## src/rtl/ps2_scancode_decoder_pkg.sv

```systemverilog
// Scan Code Set 2 constants, decoder state encoding and modifier lookup
// shared by the PS/2 scan-code decoder.
package ps2_pkg;

    localparam logic [7:0] PFX_EXT    = 8'hE0;
    localparam logic [7:0] PFX_BRK    = 8'hF0;
    localparam logic [7:0] PFX_PAUSE  = 8'hE1;
    localparam logic [7:0] BAT_OK     = 8'hAA;
    localparam logic [7:0] BAT_FAIL   = 8'hFC;
    localparam logic [7:0] ACK        = 8'hFA;
    localparam logic [7:0] RESEND     = 8'hFE;
    localparam logic [7:0] ECHO       = 8'hEE;
    localparam logic [7:0] FAKE_SHIFT = 8'h12;

    localparam logic [7:0] MOD_LSHIFT = 8'h12;
    localparam logic [7:0] MOD_RSHIFT = 8'h59;
    localparam logic [7:0] MOD_CTRL   = 8'h14;
    localparam logic [7:0] MOD_ALT    = 8'h11;

    typedef enum logic [2:0] {
        ST_IDLE,
        ST_EXT,
        ST_BRK,
        ST_EXT_BRK,
        ST_PAUSE
    } state_t;

    // Element [k] is the byte expected at Pause index k.
    localparam logic [7:0][7:0] PAUSE_SEQ = {
        8'h77, 8'hF0, 8'h14, 8'hF0, 8'hE1, 8'h77, 8'h14, 8'hE1
    };

    // Bit order {ralt, lalt, rctrl, lctrl, rshift, lshift}.
    function automatic logic [5:0] mod_mask(input logic [7:0] code, input logic ext);
        logic [5:0] m;
        m = '0;
        if (code == MOD_LSHIFT && !ext) m[0] = 1'b1;
        if (code == MOD_RSHIFT && !ext) m[1] = 1'b1;
        if (code == MOD_CTRL   && !ext) m[2] = 1'b1;
        if (code == MOD_CTRL   &&  ext) m[3] = 1'b1;
        if (code == MOD_ALT    && !ext) m[4] = 1'b1;
        if (code == MOD_ALT    &&  ext) m[5] = 1'b1;
        return m;
    endfunction

endpackage

```

## src/rtl/ps2_scancode_decoder_mod.sv

```systemverilog
// Modulo-MOD up counter with synchronous clear; o_tc flags the last count.
module mod #(
    parameter int MOD = 200_000
) (
    input  logic i_clk,
    input  logic i_rst_n,
    input  logic i_clr,
    output logic o_tc
);
    localparam int W = (MOD > 1) ? $clog2(MOD) : 1;

    logic [W-1:0] r_cnt;
    logic         w_tc;

    assign w_tc = (r_cnt == W'(MOD - 1));
    assign o_tc = w_tc;

    always_ff @(posedge i_clk or negedge i_rst_n) begin
        if (!i_rst_n)   r_cnt <= '0;
        else if (i_clr) r_cnt <= '0;
        else if (w_tc)  r_cnt <= '0;
        else            r_cnt <= r_cnt + 1'b1;
    end
endmodule

```

## src/rtl/ps2_scancode_decoder.sv

```systemverilog
// Folds Scan Code Set 2 prefix sequences into single key events, tracks
// modifier state, and drops stale partial sequences via a watchdog.
module ps2_scancode_decoder
    import ps2_pkg::*;
#(
    parameter int TIMEOUT_CNT = 200_000
) (
    input  logic       i_clk,
    input  logic       i_rst_n,
    input  logic [7:0] i_rx_data,
    input  logic       i_rx_rdy,
    output logic [7:0] o_key_code,
    output logic       o_key_ext,
    output logic       o_key_break,
    output logic       o_key_valid,
    output logic [5:0] o_mods,
    output logic       o_bat_ok,
    output logic       o_err
);
    state_t     r_state, w_state_nxt;
    logic [2:0] r_idx, w_idx_nxt;
    logic       w_emit, w_ext, w_brk, w_err, w_bat, w_tc;
    logic [7:0] w_code;

    logic [7:0] r_key_code;
    logic       r_key_ext, r_key_break, r_key_valid, r_bat_ok, r_err;
    logic [5:0] r_mods;

    mod #(.MOD(TIMEOUT_CNT)) u_wdog (
        .i_clk   (i_clk),
        .i_rst_n (i_rst_n),
        .i_clr   (i_rx_rdy || (r_state == ST_IDLE)),
        .o_tc    (w_tc)
    );

    always_ff @(posedge i_clk or negedge i_rst_n) begin
        if (!i_rst_n) begin
            r_state <= ST_IDLE;
            r_idx   <= '0;
        end else begin
            r_state <= w_state_nxt;
            r_idx   <= w_idx_nxt;
        end
    end

    always_comb begin
        w_state_nxt = r_state;
        w_idx_nxt   = r_idx;
        w_emit      = 1'b0;
        w_code      = i_rx_data;
        w_ext       = 1'b0;
        w_brk       = 1'b0;
        w_err       = 1'b0;
        w_bat       = 1'b0;
        if (i_rx_rdy) begin
            case (r_state)
                ST_IDLE: begin
                    case (i_rx_data)
                        PFX_EXT:                  w_state_nxt = ST_EXT;
                        PFX_BRK:                  w_state_nxt = ST_BRK;
                        PFX_PAUSE: begin
                            w_state_nxt = ST_PAUSE;
                            w_idx_nxt   = 3'd1;
                        end
                        8'h00, 8'hFF, BAT_FAIL:   w_err = 1'b1;
                        BAT_OK:                   w_bat = 1'b1;
                        ACK, RESEND, ECHO:        ;
                        default:                  w_emit = 1'b1;
                    endcase
                end
                ST_EXT: begin
                    w_state_nxt = ST_IDLE;
                    if (i_rx_data == PFX_BRK)                                  w_state_nxt = ST_EXT_BRK;
                    else if (i_rx_data == FAKE_SHIFT)                          ;
                    else if (i_rx_data == PFX_EXT || i_rx_data == PFX_PAUSE)   w_err = 1'b1;
                    else begin
                        w_emit = 1'b1;
                        w_ext  = 1'b1;
                    end
                end
                ST_BRK, ST_EXT_BRK: begin
                    w_state_nxt = ST_IDLE;
                    if (i_rx_data == PFX_EXT || i_rx_data == PFX_PAUSE || i_rx_data == PFX_BRK)
                        w_err = 1'b1;
                    else if (r_state == ST_EXT_BRK && i_rx_data == FAKE_SHIFT)
                        ;
                    else begin
                        w_emit = 1'b1;
                        w_brk  = 1'b1;
                        w_ext  = (r_state == ST_EXT_BRK);
                    end
                end
                ST_PAUSE: begin
                    if (i_rx_data != PAUSE_SEQ[r_idx]) begin
                        w_err       = 1'b1;
                        w_state_nxt = ST_IDLE;
                        w_idx_nxt   = '0;
                    end else if (r_idx == 3'd7) begin
                        w_emit      = 1'b1;
                        w_ext       = 1'b1;
                        w_code      = 8'h77;
                        w_state_nxt = ST_IDLE;
                        w_idx_nxt   = '0;
                    end else begin
                        w_idx_nxt   = r_idx + 3'd1;
                    end
                end
                default: begin
                    w_state_nxt = ST_IDLE;
                    w_idx_nxt   = '0;
                end
            endcase
        end else if (r_state != ST_IDLE && w_tc) begin
            // A byte on the timeout cycle takes the branch above instead.
            w_err       = 1'b1;
            w_state_nxt = ST_IDLE;
            w_idx_nxt   = '0;
        end
    end

    always_ff @(posedge i_clk or negedge i_rst_n) begin
        if (!i_rst_n) begin
            r_key_code  <= '0;
            r_key_ext   <= 1'b0;
            r_key_break <= 1'b0;
            r_key_valid <= 1'b0;
            r_mods      <= '0;
            r_bat_ok    <= 1'b0;
            r_err       <= 1'b0;
        end else begin
            r_key_valid <= w_emit;
            r_bat_ok    <= w_bat;
            r_err       <= w_err;
            if (w_emit) begin
                r_key_code  <= w_code;
                r_key_ext   <= w_ext;
                r_key_break <= w_brk;
                r_mods      <= w_brk ? (r_mods & ~mod_mask(w_code, w_ext))
                                     : (r_mods |  mod_mask(w_code, w_ext));
            end
        end
    end

    assign o_key_code  = r_key_code;
    assign o_key_ext   = r_key_ext;
    assign o_key_break = r_key_break;
    assign o_key_valid = r_key_valid;
    assign o_mods      = r_mods;
    assign o_bat_ok    = r_bat_ok;
    assign o_err       = r_err;
endmodule

```

## config.mk

```make
export PLATFORM = sky130hd
export DESIGN_NAME = ps2_scancode_decoder
export DESIGN_NICKNAME = d
export VERILOG_FILES = /design/src/rtl/ps2_scancode_decoder_pkg.sv /design/src/rtl/ps2_scancode_decoder_mod.sv /design/src/rtl/ps2_scancode_decoder.sv
export SDC_FILE = /design/constraint.sdc
export NUM_CORES = 1
export LEC_CHECK = 0
export ABC_AREA = 1
export BUFFER_PORTS_ARGS = -buffer_cell sky130_fd_sc_hd__buf_2
export CORE_ASPECT_RATIO = 1.4
export CORE_UTILIZATION = 59
export CTS_CLUSTER_DIAMETER = 150
export DETAILED_ROUTE_END_ITERATION = 8
export GPL_TIMING_DRIVEN = 0
export PLACE_DENSITY = 0.84
export SETUP_SLACK_MARGIN = 0.4
export SLEW_MARGIN = 15
export SYNTH_ARGS = -nofsm -noshare
export SYNTH_HDL_FRONTEND = slang
export SYNTH_HIERARCHICAL = 1
export SYNTH_SLANG_ARGS = --single-unit
```

## constraint.sdc

```tcl
create_clock -name i_clk -period 2.4 [get_ports i_clk]
set_input_delay 0 -clock i_clk [delete_from_list [all_inputs] [get_ports i_clk]]
set_output_delay 0 -clock i_clk [all_outputs]
set_load 0.1 [all_outputs]
```

; ---- Word level (Yosys, flattened, before mapping)
; Memories as Yosys holds them, arrays and structs flattened.
; Index checks and enable logic that the tools add are counted.
[totals]
memories = 1
mem_bits_ro = 64
out_inout_bits = 19
elab_cells = 124
reg_bits = 43
[memory_table]
columns = name, depth, width, rd, rd_ports_with_merged_regs, write_ports, line
row1 = (no name shown), 8, 8, 1, 0, 0, ps2_scancode_decoder.sv:94  ; if (i_rx_data != PAUSE_SEQ[r_idx]) begin
[op_classes]
order_cmp = 1
n_mux = 60
n_bitwise = 3
eq_ne = 25
add_sub_neg = 2
n_reduce_logical = 22
[ops]
columns = operator, count
row1 = == test 8 bit (second input constant), 9
row2 = two-way mux 8 bit, 5
row3 = two-way mux 1 bit, 37
row4 = two-way mux 18 bit, 2
row5 = == test 8 x 5 -> 1 bit (second input constant), 4
row6 = one-hot mux 3 bit (3 select lines), 3
row7 = two-way mux 3 bit, 8
row8 = adder 18 x 1 -> 18 bit (second input constant), 1
row9 = == test 18 bit (second input constant), 1
row10 = OR reduction 10 bit, 1
row11 = == test 8 x 7 -> 1 bit (second input constant), 1
row12 = logical AND 1 bit, 8
row13 = logical NOT 8 bit, 1
row14 = inequality test 8 bit, 1
row15 = one-hot mux 1 bit (4 select lines), 2
row16 = AND 6 bit, 1
row17 = == test 3 x 2 -> 1 bit (second input constant), 2
row18 = == test 3 bit (second input constant), 2
row19 = two-way mux 6 bit, 1
row20 = NOT 6 bit, 1
row21 = bitwise OR 6 bit, 1
row22 = AND reduction 3 bit, 2
row23 = OR reduction 3 bit, 2
row24 = inequality test 5 x 2 -> 1 bit (second input constant), 1
row25 = other kinds (14), 16

; ---- Logic depth before layout (Yosys ltp)
; Gate-level depths: netlist of the first run.
[logic_depth]
depth_word = 14
ltp_mapped = 17
ltp_nobuf = 17

; ---- Modules after synthesis
; Netlist of the first run, hierarchy kept.
[modules_own_cells]
columns = mod, instances, seq_area_each_um2, area_per_inst_um2, cells_per_inst
row1 = ps2_scancode_decoder, 1, 625.6, 1776.7, 248
row2 = mod, 1, 450.4, 1013.5, 132

; ---- Worst setup path after synthesis of the first run
; No wires, ideal clock.
[synth_path]
path_type = reg-to-reg
start = register r_idx[0]
end = register with a tool-made name
period_less_slack_ns = 1.932
setup_slack_ns = 0.468
arrival_ns = 1.801
path_buffers = 0
path_stages_with_launch = 13
setup_time_ns = 0.131
required_time_ns = 2.269
path_cell_list = dfrtp_1 inv_2 ha_1 nand2_2 nand2_1 nand3_1 nor2_1 nand4_2 clkinv_2 o21bai_2 or2_1 nand2_1 o21ai_1
[synth_rtl]
columns = element, line
row1 = start: declaration, ps2_scancode_decoder.sv:21  ; logic [2:0] r_idx, w_idx_nxt;
row2 = start signal: assignment, ps2_scancode_decoder.sv:42  ; r_idx <= w_idx_nxt;

==> results of run 1 <==
-- stage by stage --
step | total power, uW | cell area, um^2 | setup WS (ns) | hold slack, ns | util
6_report | 2370 | 3380 | 0.339 | 0.0646 | 0.746
5_1_grt | 2460 | 3380 | 0.227 | 0.0778 | 0.746
4_1_cts | 2330 | 3280 | 0.403 | 0.0595 | 0.724
3_5_place_dp | 1690 | 3000 | 0.142 | 0.200 | 0.662
3_3_place_gp | 1680 | 3000 | 0.167 | 0.188 | 0.662
2_1_floorplan | 1530 | 2790 | 0.468 | -0.296 | -
-- cell usage after synthesis, types with 2 or more instances --
library cell / count
a21oi_1: 7
a31oi_1: 7
clkbuf_1: 2
dfrtp_1: 43
ha_1: 5
inv_1: 29
inv_2: 15
nand2_1: 84
nand2_2: 12
nand3_1: 30
nand3_2: 3
nand3_4: 2
nand4_1: 11
nor2_1: 56
nor2_2: 13
nor2_4: 7
nor3_1: 11
nor4_1: 2
o21ai_0: 13
o21ai_1: 3
xnor2_1: 4
xor2_1: 6
-- logic make-up (layout without fill, tap and decap cells) --
family	count (synthesis)	count (layout)	share of synthesized area
AO/OA/AOI/OAI	35	35	0.0722
XOR/XNOR	10	10	0.0314
adder cells (fa/ha/maj)	5	5	0.0224
buffers and inverters	50	97	0.0708
flip-flops	43	43	0.386
AND/OR/NAND/NOR	237	237	0.417
-- tightest hold or removal path, delay by kind of cell --
family	cells	cell delay, ns
buffers and inverters	2	0.25
AO/OA/AOI/OAI	1	0.08
-- power by group through the flow --
stage / Combinational [uW] / Sequential, uW / Clock (uW)
4_1_cts: 918 / 833 / 577
6_report: 958 / 837 / 570
3_3_place_gp: 833 / 845 / 0
2_1_floorplan: 295 / 1230 / 0
3_5_place_dp: 844 / 849 / 0
5_1_grt: 1010 / 844 / 608
-- worst paths after layout --
path	start	endpoint	slack (ns)	cells past startpoint
setup / recovery	r_idx[0]	flop	0.34	15
setup reg to reg	r_idx[0]	flop	0.34	15
max in group asynchronous	i_rst_n	r_idx[1]	1.36	2
min in group asynchronous	i_rst_n	asynchronous set/reset pin	0.38	2
hold / removal	i_rx_data[0]	o_key_code[0]	0.06	3
hold reg to reg	u_wdog/r_cnt[0]	u_wdog/r_cnt[0]	0.47	1
-- layer usage --
metal,track usage,vias to the layer above,share of wire
met5,0,-,0
met4,0.186,0,0.050
met3,0.0374,34,0.031
met2,0.526,78,0.53
met1,0.342,1277,0.39
li1,-,1331,-
-- timing repair --
action | CTS | global route
setup endpoints to repair | 17 | 27
resized for setup | 23 | 17
hold buffers | 1 | 0
pin swaps | 7 | 16
hold endpoints to repair | 43 | 0
setup buffers | 5 | 5
gates cloned | 1 | 0
-- layout make-up --
| class | count | area [um^2] | area share |
|---|---|---|---|
| Buffer | 4 | 25.0 | 0.00739 |
| Clock buffer | 5 | 68.8 | 0.0203 |
| Clock inverter | 3 | 43.8 | 0.0129 |
| Inverter | 46 | 178 | 0.0525 |
| Multi-Input combinational cell | 287 | 1680 | 0.495 |
| Sequential cell | 43 | 1080 | 0.319 |
| Tap cell | 62 | 77.6 | 0.0229 |
| Timing Repair Buffer | 39 | 235 | 0.0695 |
==> flow_summary_export.csv, run 1 <==
group,metric,value,unit
synthesis,ys_ff_latch,43,
worst_setup_path,cp_top_family,"simple AND/OR/NAND/NOR gates",
grt,grt_pass1_vias,2644,
placement,gp_congestion,0.974,
clock_tree,cts_tree,"built",
synthesis,synth_cells,380,
worst_setup_path,critPathCaptureType,"flop",
sta,finalSetupViolCount,0,
power,sw_frac_of_total,0.440,
worst_setup_path,criticalPathCategory,"flop to flop",
cells_and_area,n_antenna_cell,0,
cells_and_area,drive_gt1_frac,0.302,
power,pwr-share-comb,0.405,
cells_and_area,num-fill-cells,347,
power,clock_power_share,0.241,
clock_tree,ctsLongestPathBuffers,2,
drt,wl_per_cell,14.9,um
grt,grt_overflow,0,
status,status,"complete, no violations",
synthesis,synth_top_cell_area_share,0.386,
clock_tree,htreeDepth,2,
worst_setup_path,slowest_delay,0.41,ns
sta,rsz0062_at_grt,"yes",
grt,grt_max_degree,44,
worst_setup_path,path_max_fanout,4,
synthesis,async_flop_share,1.00,
clock_tree,clockRootBuffer,"clkbuf_8",
sta,tightest_slew,0.948,ns
placement,dpl.cell_count,469,
cells_and_area,final_cell_mix,"79 x nand2_1, 53 x nor2_1, 40 x dfrtp_1",
worst_setup_path,cp_cell_sequence,"inv_2 -> ha_4 -> nand2_4 -> nand2_2 -> nand3_1 -> nand2_2 -> nand3_2 -> nor2_1 -> nand2_1 -> nand2_1 -> nand2_1 -> nor2_2 -> nand3_1 -> nand2_1 -> inv_1",
worst_setup_path,path_buf_inv,2,
clock_tree,clkSinkCount,43,
synthesis,yosysSeqAreaShare,0.386,
synthesis,syn-cell-area,0.00279,mm^2
worst_setup_path,crit_path_top_delay_cell,"dfrtp_1",
drt,drtIter0Drc,150,
floorplanning,die_w,60.1,um
synthesis,synth_edf_count,0,
floorplanning,initial_core_util,0.615,
hold_path,hp-class,"primary input to flop",
floorplanning,die_h,83.4,um
sta,fmax,485,MHz
cells_and_area,area_growth,21.3,%
worst_setup_path,start_kind,"flop",
power,p_int,1320,uW
clock_tree,clk_pin_slew,0.09,ns
floorplanning,rows,29,
cells_and_area,nNetsFinal,442,
placement,place_hpwl,5220,um
drt,viasPerCell,5.56,
synthesis,synth_area_leaders,"dfrtp_1 39%, nand2_1 11%, nor2_1 7.5%, nand3_1 5.4%, inv_1 3.9%",
grt,grt_pass1_wl,11700,um
synthesis,syn_nets,396,
power,seqPwrFrac,0.354,
synthesis,ys_types,37,
sta,fin_setup_tns,0,ns
floorplanning,die-area,0.00501,mm^2
floorplanning,ios,30,
power,powerDensity,699,mW/mm^2
floorplanning,coreArea,0.00454,mm^2
job,max-cap-violations,0,
cells_and_area,final_common_cell,"nand2_1",
worst_setup_path,cp.arrival,2.27,ns
grt,antenna_found_initial,0,
drt,num_vias,2720,
clock_tree,clk_latency,0.30,ns
sta,final.setup_skew,0.00709,ns
grt,grtUsageTotal,0.306,
sta,fin_crit_sh,0.859,
worst_setup_path,cp_data_required_time,2.60,ns
drt,drt_wl_total,7300,um
cells_and_area,final_cells,489,
worst_setup_path,crit_path_frequent_cell,"nand2_1",
sta,fin_crit,2.06,ns
synthesis,synth_ff_type,"dfrtp_1",
clock_tree,cts_made_buffers,5,
synthesis,yosys.area.top_type,"dfrtp_1",
sta,relSlewSlack,0.368,
synthesis,ys.warnings.count,6,
drt,drc,0,
placement,portBuffers,27,
sta,finalHoldViolations,0,
drt,drt_pass1_iterations,4,
power,p_sw,1040,uW
drt,ant_nets,0,
power,irDropWorstVdd,0.000720,V
sta,slew_violations,0,
synthesis,syn_area_per_cell,7.34,um^2
power,p_leak,0.00151,uW
No activity file was read; power rests on OpenSTA's default activity.
==> inputs of run 2 (changes only) <==
Settings changed: CORE_UTILIZATION 59 to 53, PLACE_DENSITY 0.84 to 0.8.
Clock period 2.4 ns to 1.83 ns, I/O delays scaled along.
==> flow_summary_export.csv, run 2 (same netlist as run 1, synthesis figures left out) <==
group,metric,value,unit
status,status,"complete, but fails checks",
status,violations,"negative setup slack",
hold_path,hp-class,"primary input to flop",
floorplanning,die-area,0.00556,mm^2
hold_path,hp-start,"i_rx_data[5]",
sta,slew_violations,0,
sta,final.setup_skew,0.00915,ns
clock_tree,htreeDepth,2,
cells_and_area,drive_gt1_frac,0.376,
power,pwr-share-comb,0.411,
power,clock_power_share,0.261,
worst_setup_path,ff2ff_path_depth,12,
sta,whs,0.0743,ns
clock_tree,ctsLongestPathBuffers,2,
drt,wl_per_cell,14.7,um
worst_setup_path,cp_data_required_time,2.04,ns
floorplanning,coreArea,0.00495,mm^2
floorplanning,ios,30,
sta,finalHoldViolations,0,
clock_tree,clk_latency,0.30,ns
worst_setup_path,critPathCaptureType,"flop",
placement,place_area,0.00308,mm^2
worst_setup_path,criticalPathCategory,"flop to flop",
sta,fmax,491,MHz
grt,grt_overflow,0,
cells_and_area,n_antenna_cell,0,
drt,drc,0,
clock_tree,cts_made_buffers,5,
clock_tree,clk_pin_slew,0.08,ns
power,powerDensity,917,mW/mm^2
power,irDropWorstVdd,0.00131,V
sta,fin_crit,2.04,ns
grt,grtUsageTotal,0.273,
sta,fin_crit_sh,1.11,
sta,finalSetupViolCount,21,
power,seqPwrFrac,0.328,
worst_setup_path,start_kind,"flop",
cells_and_area,final_cell_mix,"70 x nand2_1, 46 x nor2_1, 40 x dfrtp_1",
placement,place_hpwl,5040,um
drt,drt_pass1_iterations,4,
job,max-cap-violations,0,
placement,gp_congestion,0.862,
worst_setup_path,path_max_fanout,4,
power,sw_frac_of_total,0.420,
drt,ant_nets,0,
worst_setup_path,cp.arrival,2.25,ns
clock_tree,cts_tree,"built",
cells_and_area,nNetsFinal,449,
drt,num_vias,2738,
worst_setup_path,r2r-start,"r_idx[0]",
power,p_sw,1400,uW
sta,fin_setup_tns,-2.65,ns
cells_and_area,area_growth,30.6,%
clock_tree,clkSinkCount,43,
clock_tree,clockRootBuffer,"clkbuf_8",
grt,grt_max_degree,44,
cells_and_area,final_core_util,0.736,
drt,drt_wl_total,7340,um
floorplanning,rows,30,
sta,tightest_slew,0.949,ns
sta,setup_ws,-0.207,ns
hold_path,holdPathStages,3,
floorplanning,die_w,63.3,um
sta,relSlewSlack,0.367,
grt,grt_pass1_vias,2659,
grt,grt_pass1_wl,11800,um
floorplanning,die_h,87.9,um
power,p_leak,0.00162,uW
cells_and_area,fin_area,0.00364,mm^2
floorplanning,initial_core_util,0.563,
cells_and_area,final_common_cell,"nand2_1",
power,p_int,1940,uW
drt,viasPerCell,5.50,
cells_and_area,final_cells,498,
grt,antenna_found_initial,0,
worst_setup_path,critPathLaunch,"r_idx[0]",
sta,rsz0062_at_grt,"yes",
drt,drtIter0Drc,197,
placement,dpl.cell_count,471,
placement,portBuffers,27,
==> run 2: changes by cell type in the layout (fill, tap and decap cells not counted), moves of 4 or more <==
cell / change
nor2_1: -7
o21ai_0: -6
nor2_2: +4
nand2_4: +7
nand2_1: -9
buf_6: +5
nand3_1: -4
o21ai_1: +4
==> run 2: final cells by class <==
type	instances	area, um^2
multi-input cells	288	1830
clock inverters	2	60.1
flip-flops and latches	43	1080
fillers	375	1310
repair buffers	45	312
clock buffers	6	72.6
plain buffers	4	33.8
inverters	46	181
well taps	64	80.1
==> run 2: power by group through the flow <==
stage	combinational (uW)	sequential, uW	clock (uW)
floorplan	419	1620	0
global placement	1130	1110	0
detailed placement	1140	1110	0
CTS	1250	1090	881
global route	1440	1110	913
finish	1370	1100	873
==> run 2: layer usage <==
metal  global-route usage  part of all wire
met1                0.305              0.38
met2                0.512              0.56
met3               0.0339             0.032
met4                0.124             0.028
met5                    0                 0
==> run 2: path summary, 6_finish.rpt <==
check | slack (ns) | to
worst max register to register | -0.21 | r_idx[0]
worst max-delay path | -0.21 | r_idx[0]
worst min register to register | 0.46 | u_wdog/r_cnt[0]
min in group asynchronous | 0.37 | u_wdog/r_cnt[12]
max in group asynchronous | 0.79 | r_idx[1]
worst min-delay path | 0.07 | o_key_code[5]
==> run 2: metrics by stage <==
step / setup WS (ns) / total power [uW]
after floorplan: 0.0269 / 2040
after global placement: -0.222 / 2240
after detailed placement: -0.234 / 2250
after CTS: -0.177 / 3220
after global routing: -0.318 / 3460
final: -0.207 / 3340
==> run 2: timing repair <==
action,in CTS,in global routing
cloned,2,0
hold endpoints to repair,43,0
pin swaps,12,17
buffers inserted,10,6
hold buffers,1,0
resized for setup,25,52
setup endpoints to repair,36,42
==> run 2: worst max-delay path, stage by stage, from the launching register on <==
cell     delay, ns
dfrtp_1       0.43
inv_2         0.08
ha_4          0.29
nand2_4       0.08
nand2_4       0.08
xor2_1        0.15
nand3_1       0.14
nor2_4        0.22
buf_4         0.15
nand3_2       0.06
a21oi_2       0.14
nand2_1       0.06
o21ai_0       0.08
